`src/rtl/tron_pkg.sv`:
```
// Shared constants for the Tron frame-buffer datapath: colour codes,
// screen geometry and the trail writer's state encoding.
package tron_pkg;

    localparam logic [3:0] COLOR_BG      = 4'h0;
    localparam logic [3:0] COLOR_BLUE    = 4'h1;
    localparam logic [3:0] COLOR_RED     = 4'h2;
    localparam logic [3:0] COLOR_BIKE    = 4'hf;
    localparam logic [3:0] COLOR_BLOCKED = 4'h7;

    localparam int SCREEN_W       = 640;
    localparam int SCREEN_H       = 480;
    localparam int WORDS_PER_LINE = 320;
    localparam int FB_WORDS       = 153600;

    typedef logic [1:0] state_t;
    localparam state_t IDLE  = 2'd0;
    localparam state_t CLEAR = 2'd1;
    localparam state_t BLUE  = 2'd2;
    localparam state_t RED   = 2'd3;

endpackage

```
`src/rtl/fb_addr_calc.sv`:
```
// Pixel (x,y) to frame-buffer word address; two pixels per word, 320 words per line.
// Shared by the trail writer and the compositor.
module fb_addr_calc (
    input  logic [9:0]  x_i,
    input  logic [9:0]  y_i,
    output logic [18:0] addr_o
);

    // y*320 split as y*256 + y*64 so no multiplier is needed.
    assign addr_o = 19'(x_i >> 1) + (19'(y_i) << 8) + (19'(y_i) << 6);

endmodule

```
`src/rtl/trail_writer.sv`:
```
// Write-side master of the frame buffer: full-screen clear after reset or on
// request, then per-frame stamping of each live bike's trail rows.
module trail_writer
    import tron_pkg::*;
#(
    parameter int         TRAIL_H    = 2,
    parameter logic [3:0] BG_COLOR   = COLOR_BG,
    parameter logic [3:0] BLUE_COLOR = COLOR_BLUE,
    parameter logic [3:0] RED_COLOR  = COLOR_RED
) (
    input  logic        Clk,
    input  logic        Reset,
    input  logic        frame_clk,
    input  logic        clear_req,
    input  logic [9:0]  Blue_X_real,
    input  logic [9:0]  Blue_Y_real,
    input  logic [9:0]  Red_X_real,
    input  logic [9:0]  Red_Y_real,
    input  logic        blue_alive,
    input  logic        red_alive,
    output logic        WE,
    output logic [18:0] write_address,
    output logic [15:0] Data_Out,
    output logic        busy,
    output logic        clear_done
);

    state_t      state_q, state_d;
    logic [18:0] cnt_q, cnt_d;
    logic [3:0]  row_q, row_d;
    logic        pend_q, pend_d;
    logic        fc_q;
    logic [9:0]  bx_q, by_q, rx_q, ry_q;
    logic        bv_q, rv_q;
    logic        latch_en;

    logic        we_q, we_d;
    logic [18:0] addr_q, addr_d;
    logic [15:0] data_q, data_d;
    logic        busy_q, busy_d;
    logic        done_q, done_d;

    logic        frame_edge;
    logic        blue_ok_in, red_ok_in;
    logic [9:0]  cur_x, cur_y;
    logic        cur_v;
    logic [3:0]  cur_c;
    logic [10:0] y_row, y_next;
    logic        row_ok, next_ok, last_row;
    logic [18:0] stamp_addr;
    state_t      next_pass;

    assign frame_edge = frame_clk & ~fc_q;
    assign blue_ok_in = blue_alive && (Blue_X_real < 10'(SCREEN_W)) && (Blue_Y_real < 10'(SCREEN_H));
    assign red_ok_in  = red_alive  && (Red_X_real  < 10'(SCREEN_W)) && (Red_Y_real  < 10'(SCREEN_H));

    assign cur_x     = (state_q == RED) ? rx_q : bx_q;
    assign cur_y     = (state_q == RED) ? ry_q : by_q;
    assign cur_v     = (state_q == RED) ? rv_q : bv_q;
    assign cur_c     = (state_q == RED) ? RED_COLOR : BLUE_COLOR;
    assign next_pass = (state_q == BLUE) ? RED : IDLE;

    // Rows run top-down, so once one falls off the bottom every later row does too.
    assign y_row    = {1'b0, cur_y} + {7'b0, row_q};
    assign y_next   = y_row + 11'd1;
    assign row_ok   = y_row < 11'(SCREEN_H);
    assign next_ok  = y_next < 11'(SCREEN_H);
    assign last_row = (row_q == 4'(TRAIL_H - 1));

    fb_addr_calc u_addr (
        .x_i    (cur_x),
        .y_i    (y_row[9:0]),
        .addr_o (stamp_addr)
    );

    always_comb begin
        state_d  = state_q;
        cnt_d    = cnt_q;
        row_d    = row_q;
        pend_d   = pend_q | clear_req;
        latch_en = 1'b0;
        we_d     = 1'b0;
        addr_d   = addr_q;
        data_d   = data_q;
        busy_d   = 1'b0;
        done_d   = 1'b0;

        case (state_q)
            IDLE: begin
                if (pend_q || clear_req) begin
                    state_d = CLEAR;
                    cnt_d   = '0;
                    pend_d  = 1'b0;
                end else if (frame_edge) begin
                    state_d  = BLUE;
                    row_d    = '0;
                    latch_en = 1'b1;
                end
            end
            CLEAR: begin
                busy_d = 1'b1;
                pend_d = 1'b0;
                // A fresh request mid-clear restarts the sweep at word 0.
                if (clear_req) begin
                    we_d   = 1'b1;
                    addr_d = '0;
                    data_d = {4'h0, BG_COLOR, 4'h0, BG_COLOR};
                    cnt_d  = 19'd1;
                end else if (cnt_q == 19'(FB_WORDS)) begin
                    done_d  = 1'b1;
                    state_d = IDLE;
                end else begin
                    we_d   = 1'b1;
                    addr_d = cnt_q;
                    data_d = {4'h0, BG_COLOR, 4'h0, BG_COLOR};
                    cnt_d  = cnt_q + 19'd1;
                end
            end
            BLUE, RED: begin
                busy_d = 1'b1;
                if (cur_v && row_ok) begin
                    we_d   = 1'b1;
                    addr_d = stamp_addr;
                    data_d = {4'h0, cur_c, 4'h0, cur_c};
                    if (last_row || !next_ok) begin
                        state_d = next_pass;
                        row_d   = '0;
                    end else begin
                        row_d = row_q + 4'd1;
                    end
                end else begin
                    state_d = next_pass;
                    row_d   = '0;
                end
            end
            default: state_d = IDLE;
        endcase
    end

    always_ff @(posedge Clk) begin
        if (Reset) begin
            state_q <= CLEAR;
            cnt_q   <= '0;
            row_q   <= '0;
            pend_q  <= 1'b0;
            fc_q    <= 1'b0;
            bx_q    <= '0;
            by_q    <= '0;
            rx_q    <= '0;
            ry_q    <= '0;
            bv_q    <= 1'b0;
            rv_q    <= 1'b0;
            we_q    <= 1'b0;
            addr_q  <= '0;
            data_q  <= '0;
            busy_q  <= 1'b0;
            done_q  <= 1'b0;
        end else begin
            state_q <= state_d;
            cnt_q   <= cnt_d;
            row_q   <= row_d;
            pend_q  <= pend_d;
            fc_q    <= frame_clk;
            if (latch_en) begin
                bx_q <= Blue_X_real;
                by_q <= Blue_Y_real;
                rx_q <= Red_X_real;
                ry_q <= Red_Y_real;
                bv_q <= blue_ok_in;
                rv_q <= red_ok_in;
            end
            we_q   <= we_d;
            addr_q <= addr_d;
            data_q <= data_d;
            busy_q <= busy_d;
            done_q <= done_d;
        end
    end

    assign WE            = we_q;
    assign write_address = addr_q;
    assign Data_Out      = data_q;
    assign busy          = busy_q;
    assign clear_done    = done_q;

endmodule

```
`config.mk`:
```
export PLATFORM = sky130hd
export DESIGN_NAME = trail_writer
export DESIGN_NICKNAME = d
export VERILOG_FILES = /design/src/rtl/tron_pkg.sv /design/src/rtl/fb_addr_calc.sv /design/src/rtl/trail_writer.sv
export SDC_FILE = /design/constraint.sdc
export NUM_CORES = 1
export LEC_CHECK = 0
export ABC_AREA = 1
export CORE_UTILIZATION = 30
export DETAILED_ROUTE_END_ITERATION = 8
export HOLD_SLACK_MARGIN = 0.03
export SETUP_SLACK_MARGIN = 0.4
export SYNTH_ARGS = -nofsm -noshare
export SYNTH_HDL_FRONTEND = slang
export SYNTH_SLANG_ARGS = --single-unit
```
`constraint.sdc`:
```
create_clock -name Clk -period 5.1 [get_ports Clk]
set_clock_uncertainty 0.05 [all_clocks]
set_input_delay 1.02 -clock Clk [delete_from_list [all_inputs] [get_ports Clk]]
set_output_delay 1.02 -clock Clk [all_outputs]
set_load 0.02 [all_outputs]
```
==> impl_metrics.ini <==
[clock_tree]
clk_path_buf_depth = 2
clk_pin_slew_ns = 0.06
cts_sinks = 91
h-tree-depth = 3
cts_made_buffers = 9
post_cts_buffers = 0
cts_tree = yes
root_buffer = clkbuf_16
cts_resized = 0
clk_latency_ns = 0.35
cts_hold_buf = 0

[final_layout]
final_core_util = 0.372
layout.nets = 911
drive_above_1_share = 0.0595
syn2layout_area_growth_pct = 21.2
design_area_sq_um = 6430
diodes = 0

[grt]
grt_pass1_vias = 4529
grt_pass1_wl_microns = 22600
antenna_found_initial = 0
busiest_layer = met2
use_met2 = 0.238
grt_max_degree = 59
track_usage = 0.158
gr-total-overflow = 0
grt_util_met1 = 0.219
grt_use_met3 = 0.0398

[die]
die_height_microns = 135
die_x_microns = 135
core_area_sq_um = 17300
floorplan.initialDensity = 0.307
io-pin-count = 84
rows = 48
die_area_sq_um = 18200

[power_and_ir_drop]
cellPowerDensity_nw_per_um2 = 264
p_leak_uw = 0.00279
vdd_drop_max_uv = 160

[timing]
final.setup.tns_ns = 0
fin_crit_ns = 4.10
worst_slew_pin_slew_ns = 0.832
rsz0062_at_grt = false
final-max-slew-violation-count = 0
fmax_mhz = 244
slew_headroom = 0.443
setup_viol = 0
period_share = 0.803
finalHoldViolCount = 0

[logic_synthesis]
yosysTopAreaCell = dfxtp_1
syn_avg_cell_area_sq_um = 6.82
async_flop_share = 0
netlist_area_sq_um = 5310
ys_warn_count = 0
ys_seq_elements = 91
synth_ff_type = dfxtp_1
synth_edf_count = 0
synth.distinct_cells = 43
synth_top_area_share = 0.343
synth_top_cells_by_area = dfxtp_1 34%, nand2_1 11%, nor2_1 9.7%
ys_seq_area_frac = 0.343
synthCells = 778

[route]
firstDrtPassIters = 5
vias = 4996
wl_microns = 13600
via_per_inst = 4.69
ant_nets = 0
wl_per_cell_microns = 12.8
drc = 0
drt-initial-drc-count = 366

[min_path]
hold_path_class = register to register
hp-start = ry_q[1]$_SDFFE_PP0P_

[setup_path]
worst-path-max-fanout = 11
crit_path_end_kind = register
crit_start = state_q[0]$_SDFFE_PP1P_
crit_top_cell = nand2_1
criticalPathCategory = register to register
start_kind = register
cp.arrival_ns = 4.34
cp_slowest_cell = dfxtp_1
cp.required_ns = 5.34
r2r_start = state_q[0]$_SDFFE_PP1P_
critPathMaxStageDelay_ns = 0.59

[outcome]
run_status = completed

[place]
hpwl_microns = 10100
dpl_cell_area_sq_um = 6130
io_buffers = 69
gp_congestion = 0.887

[flow_run]
maxCapViolCount = 0
==> metal layers <==
layer | up-vias | share of wire
met2 | 151 | 0.42
met1 | 2218 | 0.50
met3 | 18 | 0.065
met4 | 0 | 0.015
met5 | - | 0
li1 | 2609 | -
==> cells by family (layout without fill, tap and decap cells) <==
kind of cell	Yosys count	count (layout)	synth area share
compound gates	128	128	0.137
xor+xnor	15	15	0.0248
fa+ha+maj	30	30	0.0750
buf+inv	118	169	0.101
flops	91	91	0.343
mux	1	1	0.00189
other cells	1	12	0.000707
simple gates	394	394	0.316
==> cell usage after synthesis, drive strengths merged (2+ instances only) <==
cell type	count
a21oi	48
a221oi	6
a22oi	6
buf	24
clkbuf	19
dfxtp	91
fa	3
ha	27
inv	75
nand2	166
nand3	53
nand3b	4
nand4	12
nor2	141
nor3	11
nor4	3
o21a	2
o21ai	60
or2	2
xnor2	5
xor2	10
==> registers in the layout (all words and copies together) (netlist names) <==
register and count:
busy 1, rv_q 1, cnt_q 19, Data_Out 2, WE 1, ry_q 10
by_q 10, fc_q 1, bv_q 1, pend_q 1, state_q 2, rx_q 9
bx_q 9, row_q 4, clear_done 1, write_address 19
==> layout by cell type (no fill, tap or decap), types with 3 or more instances in the layout <==
cell type	count
nand2_1	154
nor2_1	137
dfxtp_1	91
inv_1	72
clkdlybuf4s50_1	69
o21ai_0	54
nand3_1	53
a21oi_1	45
ha_1	27
nand4_1	12
conb_1	12
nor3_1	11
nand2_2	10
xor2_1	10
clkbuf_16	9
buf_4	9
a22oi_1	6
a221oi_1	6
xnor2_1	5
nand3b_1	4
o21ai_1	3
nor2_2	3
inv_2	3
nor4_1	3
a21oi_2	3
fa_1	3
==> report_power, final <==
group / switching [uW] / internal (uW) / total, uW
clock network: 282 / 394 / 675
logic: 161 / 103 / 263
registers: 18.1 / 739 / 757
total: 460 / 1240 / 1700
==> area by class of cell <==
class	instances	area (sq um)
fillers	1836	10900
multi-input cells	580	2990
flip-flops and latches	91	1820
repair buffers	78	758
inverters	75	282
well taps	225	282
clock buffers	12	246
clock inverters	4	48.8
==> final timing paths <==
check	to	slack [ns]	cells after the start
setup / recovery	write_address[16]$_SDFFE_PP0P_	1.00	26
hold / removal	ry_q[1]$_SDFFE_PP0P_	0.41	2
setup reg to reg	write_address[16]$_SDFFE_PP0P_	1.00	26
hold reg to reg	ry_q[1]$_SDFFE_PP0P_	0.41	2
==> critical path: cells and delay by family, from the launching register on <==
kind | cells | cell delay (ns)
DFF | 1 | 0.59
adders and majority gates | 4 | 1.22
and+or+nand+nor | 14 | 1.11
buffers and inverters | 5 | 0.57
AOI/OAI and AO/OA | 3 | 0.49
==> per-stage QoR <==
step                worst slack (ns)  power [uW]  instances  hold slack, ns
floorplan                       1.20         943        789           0.375
global placement                1.03        1030       1049           0.390
detailed placement              1.01        1040       1049           0.398
CTS                            0.975        1720       1065           0.407
global route                   0.588        1780       1065           0.451
finish                          1.00        1700       1065           0.405
No activity file was read; power rests on OpenSTA's default activity.
